<file path="config.mk">
export PLATFORM = sky130hd
export DESIGN_NAME = m_branch_predictor
export DESIGN_NICKNAME = d
export VERILOG_FILES = /design/src/rtl/m_branch_predictor_pkg.sv /design/src/rtl/m_branch_predictor_sat2.sv /design/src/rtl/m_branch_predictor.sv
export SDC_FILE = /design/constraint.sdc
export NUM_CORES = 2
export LEC_CHECK = 0
export BUFFER_PORTS_ARGS = -buffer_cell sky130_fd_sc_hd__buf_2
export CAP_MARGIN = 10
export CORE_UTILIZATION = 45
export DETAILED_ROUTE_END_ITERATION = 8
export HOLD_SLACK_MARGIN = 0.03
export PLACE_DENSITY = 0.61
export SLEW_MARGIN = 5
export SYNTH_ARGS = -nofsm -noshare
export SYNTH_HDL_FRONTEND = slang
export SYNTH_SLANG_ARGS = --single-unit
</file>
<file path="constraint.sdc">
create_clock -name clk -period 8.7 [get_ports clk]
set_clock_uncertainty 0.1 [all_clocks]
set_input_delay 0.87 -clock clk [delete_from_list [all_inputs] [get_ports clk]]
set_output_delay 0.87 -clock clk [all_outputs]
set_load 0.05 [all_outputs]
</file>
<file path="src/rtl/m_branch_predictor_pkg.sv">
// Shared branch-predictor definitions: counter encodings, default sizes,
// and the pipeline NOP constant used by the stage modules.
package m_branch_predictor_pkg;

    typedef enum logic [1:0] {
        BP_SNT = 2'b00,
        BP_WNT = 2'b01,
        BP_WT  = 2'b10,
        BP_ST  = 2'b11
    } bp_cnt_e;

    localparam bp_cnt_e     BP_ALLOC_INIT = BP_WT;
    localparam bp_cnt_e     BP_RST_CNT    = BP_WNT;
    localparam int          BP_IDX_W      = 6;
    localparam int          BP_TAG_W      = 6;
    localparam int          BP_CNT_W      = 32;
    localparam logic [31:0] BP_NOP        = 32'h0000_0013;

endpackage

</file>
<file path="src/rtl/m_branch_predictor_sat2.sv">
// 2-bit saturating counter next-state: step toward strong-taken on
// a taken outcome, toward strong-not-taken otherwise.
module m_bp_sat2
    import m_branch_predictor_pkg::*;
(
    input  bp_cnt_e i_cnt,
    input  logic    i_inc,
    output bp_cnt_e o_next
);

    // Saturating step; the end states hold.
    always_comb begin
        o_next = i_cnt;
        unique case (i_cnt)
            BP_SNT: if (i_inc) o_next = BP_WNT;
            BP_WNT: if (i_inc) o_next = BP_WT;  else o_next = BP_SNT;
            BP_WT:  if (i_inc) o_next = BP_ST;  else o_next = BP_WNT;
            BP_ST:  if (!i_inc) o_next = BP_WT;
        endcase
    end

endmodule

</file>
<file path="src/rtl/m_branch_predictor.sv">
// Direct-mapped BTB with 2-bit counters. Lookup is combinational for
// fetch; MEM-stage resolution trains it. Perf counters saturate.
module m_branch_predictor
    import m_branch_predictor_pkg::*;
#(
    parameter int IDX_W = BP_IDX_W,
    parameter int TAG_W = BP_TAG_W,
    parameter int CNT_W = BP_CNT_W
) (
    input  logic             clk,
    input  logic             rst_n,
    input  logic             ce,
    input  logic             flush,
    input  logic [31:0]      lu_pc,
    output logic             lu_hit,
    output logic             lu_taken,
    output logic [31:0]      lu_target,
    input  logic             up_valid,
    input  logic [31:0]      up_pc,
    input  logic             up_taken,
    input  logic [31:0]      up_target,
    input  logic             up_mispredict,
    output logic [CNT_W-1:0] perf_lookups,
    output logic [CNT_W-1:0] perf_mispred
);

    localparam int ENTRIES = 1 << IDX_W;
    localparam int TAG_LO  = IDX_W + 2;
    localparam int TAG_HI  = IDX_W + TAG_W + 1;

    logic             r_valid  [ENTRIES];
    logic [TAG_W-1:0] r_tag    [ENTRIES];
    bp_cnt_e          r_cnt    [ENTRIES];
    logic [31:0]      r_target [ENTRIES];

    logic [CNT_W-1:0] r_perf_lookups;
    logic [CNT_W-1:0] r_perf_mispred;

    logic [IDX_W-1:0] w_lu_idx;
    logic [TAG_W-1:0] w_lu_tag;
    logic [IDX_W-1:0] w_up_idx;
    logic [TAG_W-1:0] w_up_tag;
    logic             w_up_hit;
    logic             w_up_accept;
    bp_cnt_e          w_cnt_next;
    logic [CNT_W-1:0] w_cnt_max;
    logic [2*(31-TAG_HI)+3:0] w_unused_pc_bits;

    assign w_lu_idx = lu_pc[TAG_LO-1:2];
    assign w_lu_tag = lu_pc[TAG_HI:TAG_LO];
    assign w_up_idx = up_pc[TAG_LO-1:2];
    assign w_up_tag = up_pc[TAG_HI:TAG_LO];
    assign w_cnt_max = {CNT_W{1'b1}};

    // Byte offset and bits above the tag do not take part in matching.
    assign w_unused_pc_bits = {lu_pc[31:TAG_HI+1], lu_pc[1:0],
                               up_pc[31:TAG_HI+1], up_pc[1:0]};

    // Lookup reads current table contents, so a same-cycle update
    // is only visible on the following cycle.
    always_comb begin
        lu_hit    = r_valid[w_lu_idx] && (r_tag[w_lu_idx] == w_lu_tag);
        lu_taken  = lu_hit && r_cnt[w_lu_idx][1];
        lu_target = lu_hit ? r_target[w_lu_idx] : 32'd0;
    end

    assign w_up_hit    = r_valid[w_up_idx] && (r_tag[w_up_idx] == w_up_tag);
    assign w_up_accept = ce && up_valid && !flush;

    m_bp_sat2 u_sat2 (
        .i_cnt  (r_cnt[w_up_idx]),
        .i_inc  (up_taken),
        .o_next (w_cnt_next)
    );

    // Table training: hit adjusts counter, taken miss allocates, flush wins.
    always_ff @(posedge clk or negedge rst_n) begin
        if (!rst_n) begin
            for (int i = 0; i < ENTRIES; i++) begin
                r_valid[i]  <= 1'b0;
                r_tag[i]    <= '0;
                r_cnt[i]    <= BP_RST_CNT;
                r_target[i] <= 32'd0;
            end
        end else if (ce && flush) begin
            for (int i = 0; i < ENTRIES; i++) begin
                r_valid[i] <= 1'b0;
            end
        end else if (w_up_accept) begin
            if (w_up_hit) begin
                r_cnt[w_up_idx] <= w_cnt_next;
                if (up_taken) begin
                    r_target[w_up_idx] <= up_target;
                end
            end else if (up_taken) begin
                r_valid[w_up_idx]  <= 1'b1;
                r_tag[w_up_idx]    <= w_up_tag;
                r_cnt[w_up_idx]    <= BP_ALLOC_INIT;
                r_target[w_up_idx] <= up_target;
            end
        end
    end

    // Saturating performance counters for debug readout.
    always_ff @(posedge clk or negedge rst_n) begin
        if (!rst_n) begin
            r_perf_lookups <= '0;
            r_perf_mispred <= '0;
        end else if (ce) begin
            if (lu_hit && (r_perf_lookups != w_cnt_max)) begin
                r_perf_lookups <= r_perf_lookups + 1'b1;
            end
            if (w_up_accept && up_mispredict &&
                (r_perf_mispred != w_cnt_max)) begin
                r_perf_mispred <= r_perf_mispred + 1'b1;
            end
        end
    end

    assign perf_lookups = r_perf_lookups;
    assign perf_mispred = r_perf_mispred;

endmodule
</file>
==> flow_metrics.env <==
export IMPL_yosys_warnings=0
export IMPL_netlist_instances=8156
export IMPL_grt_max_degree=184
export IMPL_met2_usage_pct=41.97
export IMPL_async_flop_share_pct=100.0
export IMPL_crit_required_ns=7.73
export IMPL_n_fill_cell=23390
export IMPL_finalNetCount=8090
export IMPL_ys_types=76
export IMPL_clk_pin_slew_ns=0.05
export IMPL_ys_flop_type="dfrtp_1"
export IMPL_grt_pass1_wl_um=555400
export IMPL_stdcell_count=11950
export IMPL_clock_root_buffer="clkbuf_16"
export IMPL_synth_edff_count=0
export IMPL_use_met1_pct=37.41
export IMPL_min_period_over_period_pct=74.00
export IMPL_layout_setup_ws_ns=2.262
export IMPL_syn_nets=8261
export IMPL_place_hpwl_um=216800
export IMPL_htree_levels=5
export IMPL_routabilityCongestion=0.8474
export IMPL_worstSkewPairLatency_ns=0.92
export IMPL_antenna_found_initial=27
export IMPL_worst_setup_path_end_kind="primary output"
export IMPL_status="complete, no violations"
export IMPL_clkSinkCount=2688
export IMPL_drcViolationCount=0
export IMPL_critPathLaunchType="primary input"
export IMPL_cts_resized=0
export IMPL_num_rows=194
export IMPL_worst_slew_pin_slew_ns=1.266
export IMPL_p_per_area_nw_per_um2=194.9
export IMPL_syn_mean_instance_area_um2=15.58
export IMPL_dpl_cell_area_um2=131500
export IMPL_cts_tree="done"
export IMPL_grt_use_met3_pct=4.294
export IMPL_drtPass1Iterations=6
export IMPL_rsz0062_at_grt="false"
export IMPL_wl_per_cell_um=31.29
export IMPL_post_cts_setup_buffers=0
export IMPL_dieArea_um2=284500
export IMPL_layout_common_cells="dfrtp_1, mux2_2, mux4_2"
export IMPL_top_usage_layer="met2"
export IMPL_drtIter0Drc=6687
export IMPL_grt_remaining_overflow=0
export IMPL_initial_utilization_pct=45.36
export IMPL_path_class="in2out"
export IMPL_grt_pass1_vias=78670
export IMPL_vias_per_cell=6.286
export IMPL_tns_ns=0
export IMPL_io_pins=201
export IMPL_dp_slack_ns=1.838
export IMPL_hp_class="in2reg"
export IMPL_holdBufCountCts=1
export IMPL_maxSlewHeadroom_pct=15.41
export IMPL_critPathArrivalTime_ns=5.47
export IMPL_core_area_um2=280100
export IMPL_track_usage_pct=26.43
export IMPL_dp_cells=11410
export IMPL_synth_seq_cells=2688
export IMPL_finalPower_mw=27.56
export IMPL_via_count=75110
export IMPL_finalCoreUtilization_pct=50.48
export IMPL_min_period_ns=6.438
export IMPL_setup_viol=0
export IMPL_slew_violations=0
export IMPL_clockBufferDepth=4
export IMPL_fin_area_um2=141400
export IMPL_p_leak_nw=65.33
export IMPL_yosysSeqAreaShare_pct=53.01
export IMPL_hold_ws_ns=0.3268
export IMPL_dieWidth_um=533.4
export IMPL_vdd_drop_max_mv=0.1612
export IMPL_hold_violations=0
export IMPL_io_buffers=160
export IMPL_syn_area_um2=127100
export IMPL_final_common_cell="dfrtp_1"
export IMPL_cap_violations=0
export IMPL_cts_buffers=299
export IMPL_clock_fmax_ghz=0.1553
export IMPL_critPathMaxFanout=72
export IMPL_drive_gt1_share_pct=53.45
export IMPL_dieHeight_um=533.4
export IMPL_drtAntennaViolNets=0
export IMPL_route_final_wire_length_um=373900
export IMPL_area_growth_synth_to_final_pct=11.30
kinds of logic (layout without fill, tap and decap cells):
family,Yosys count,count (layout),synth area share (%)
compound gates,478,478,2.884
flops,2688,2688,53.01
buf+inv,856,911,2.722
fa+ha+maj,3,3,0.02757
other cells,0,14,0
mux,3436,3436,38.11
xor+xnor,73,73,0.5032
simple gates,622,622,2.749
layout make-up:
type,count,area [µm²],share of cell area (%)
flip-flops and latches,2688,67340,47.62
multi-input cells,4612,56820,40.18
clock buffers,430,8761,6.195
well taps,3724,4659,3.295
repair buffers,365,2674,1.891
clock inverters,97,1047,0.7406
inverters,19,71.32,0.05043
diodes,14,35.03,0.02477
sequential cells by signal (all words and copies together) (netlist names):
register      count
r_target       2048
r_tag           384
perf_mispred     32
perf_lookups     32
r_cnt           128
r_valid          64
where the power goes:
part,internal [mW],switching (mW),total (mW)
logic,0.700,1.10,1.80
clock network,7.47,5.28,12.7
registers,12.8,0.187,13.0
synthesized netlist by cell type, types with 12 or more instances:
cell | count | area [µm²]
dfrtp_1 | 2624 | 65660
mux2_2 | 2453 | 27620
mux4_2 | 875 | 19710
clkbuf_1 | 633 | 2376
nor2_1 | 141 | 529.3
nand2_1 | 128 | 480.5
buf_1 | 113 | 424.2
mux2i_1 | 104 | 1041
o31ai_1 | 77 | 578.1
dfstp_2 | 64 | 1682
nor3_2 | 64 | 640.6
o21a_1 | 64 | 480.5
o32a_1 | 64 | 640.6
buf_2 | 58 | 290.3
o21ai_0 | 58 | 290.3
nor3_1 | 55 | 275.3
a22oi_1 | 53 | 397.9
nand3_1 | 43 | 215.2
nor2b_1 | 43 | 269.0
xor2_1 | 40 | 350.3
xnor2_1 | 33 | 289.0
a21oi_1 | 23 | 115.1
a22o_1 | 20 | 175.2
buf_4 | 20 | 150.1
a221oi_1 | 19 | 166.4
and3_1 | 19 | 118.9
inv_1 | 17 | 63.81
nand4_1 | 16 | 100.1
o22ai_1 | 15 | 93.84
a221o_1 | 14 | 140.1
nand2b_1 | 14 | 87.58
buf_6 | 13 | 146.4
o2bb2ai_1 | 13 | 113.9
a31oi_1 | 12 | 75.07
or3_1 | 12 | 75.07
path summary, 6_finish.rpt:
check	startpoint	end	slack, ns	depth (start not counted)
setup / recovery	lu_pc[2]	lu_taken	2.26	11
hold / removal	up_mispredict	perf_mispred[9]	0.33	5
setup reg to reg	r_tag[163]	r_cnt[13]	3.30	9
hold reg to reg	r_cnt[52]	r_cnt[52]	0.36	2
max in group asynchronous	rst_n	r_target[1552]	5.62	4
min in group asynchronous	rst_n	r_tag[216]	0.44	2
routing by layer:
layer  wire [µm]  up-vias  share of wire (%)
met4       11890        8                3.2
met2      177400     2418                 47
met5          54        -              0.014
li1            -    30480                  -
met1      162100    41540                 43
met3       22400      666                6.0
critical path, stage by stage:
cell	delay, ns
buf_8	0.66
buf_4	0.45
buf_4	0.28
mux4_2	0.54
mux4_2	0.52
mux4_2	0.46
nand2_1	0.07
or3_4	0.72
buf_4	0.47
nor2b_1	0.10
buf_2	0.22
No activity file was read; power rests on OpenSTA's default activity.
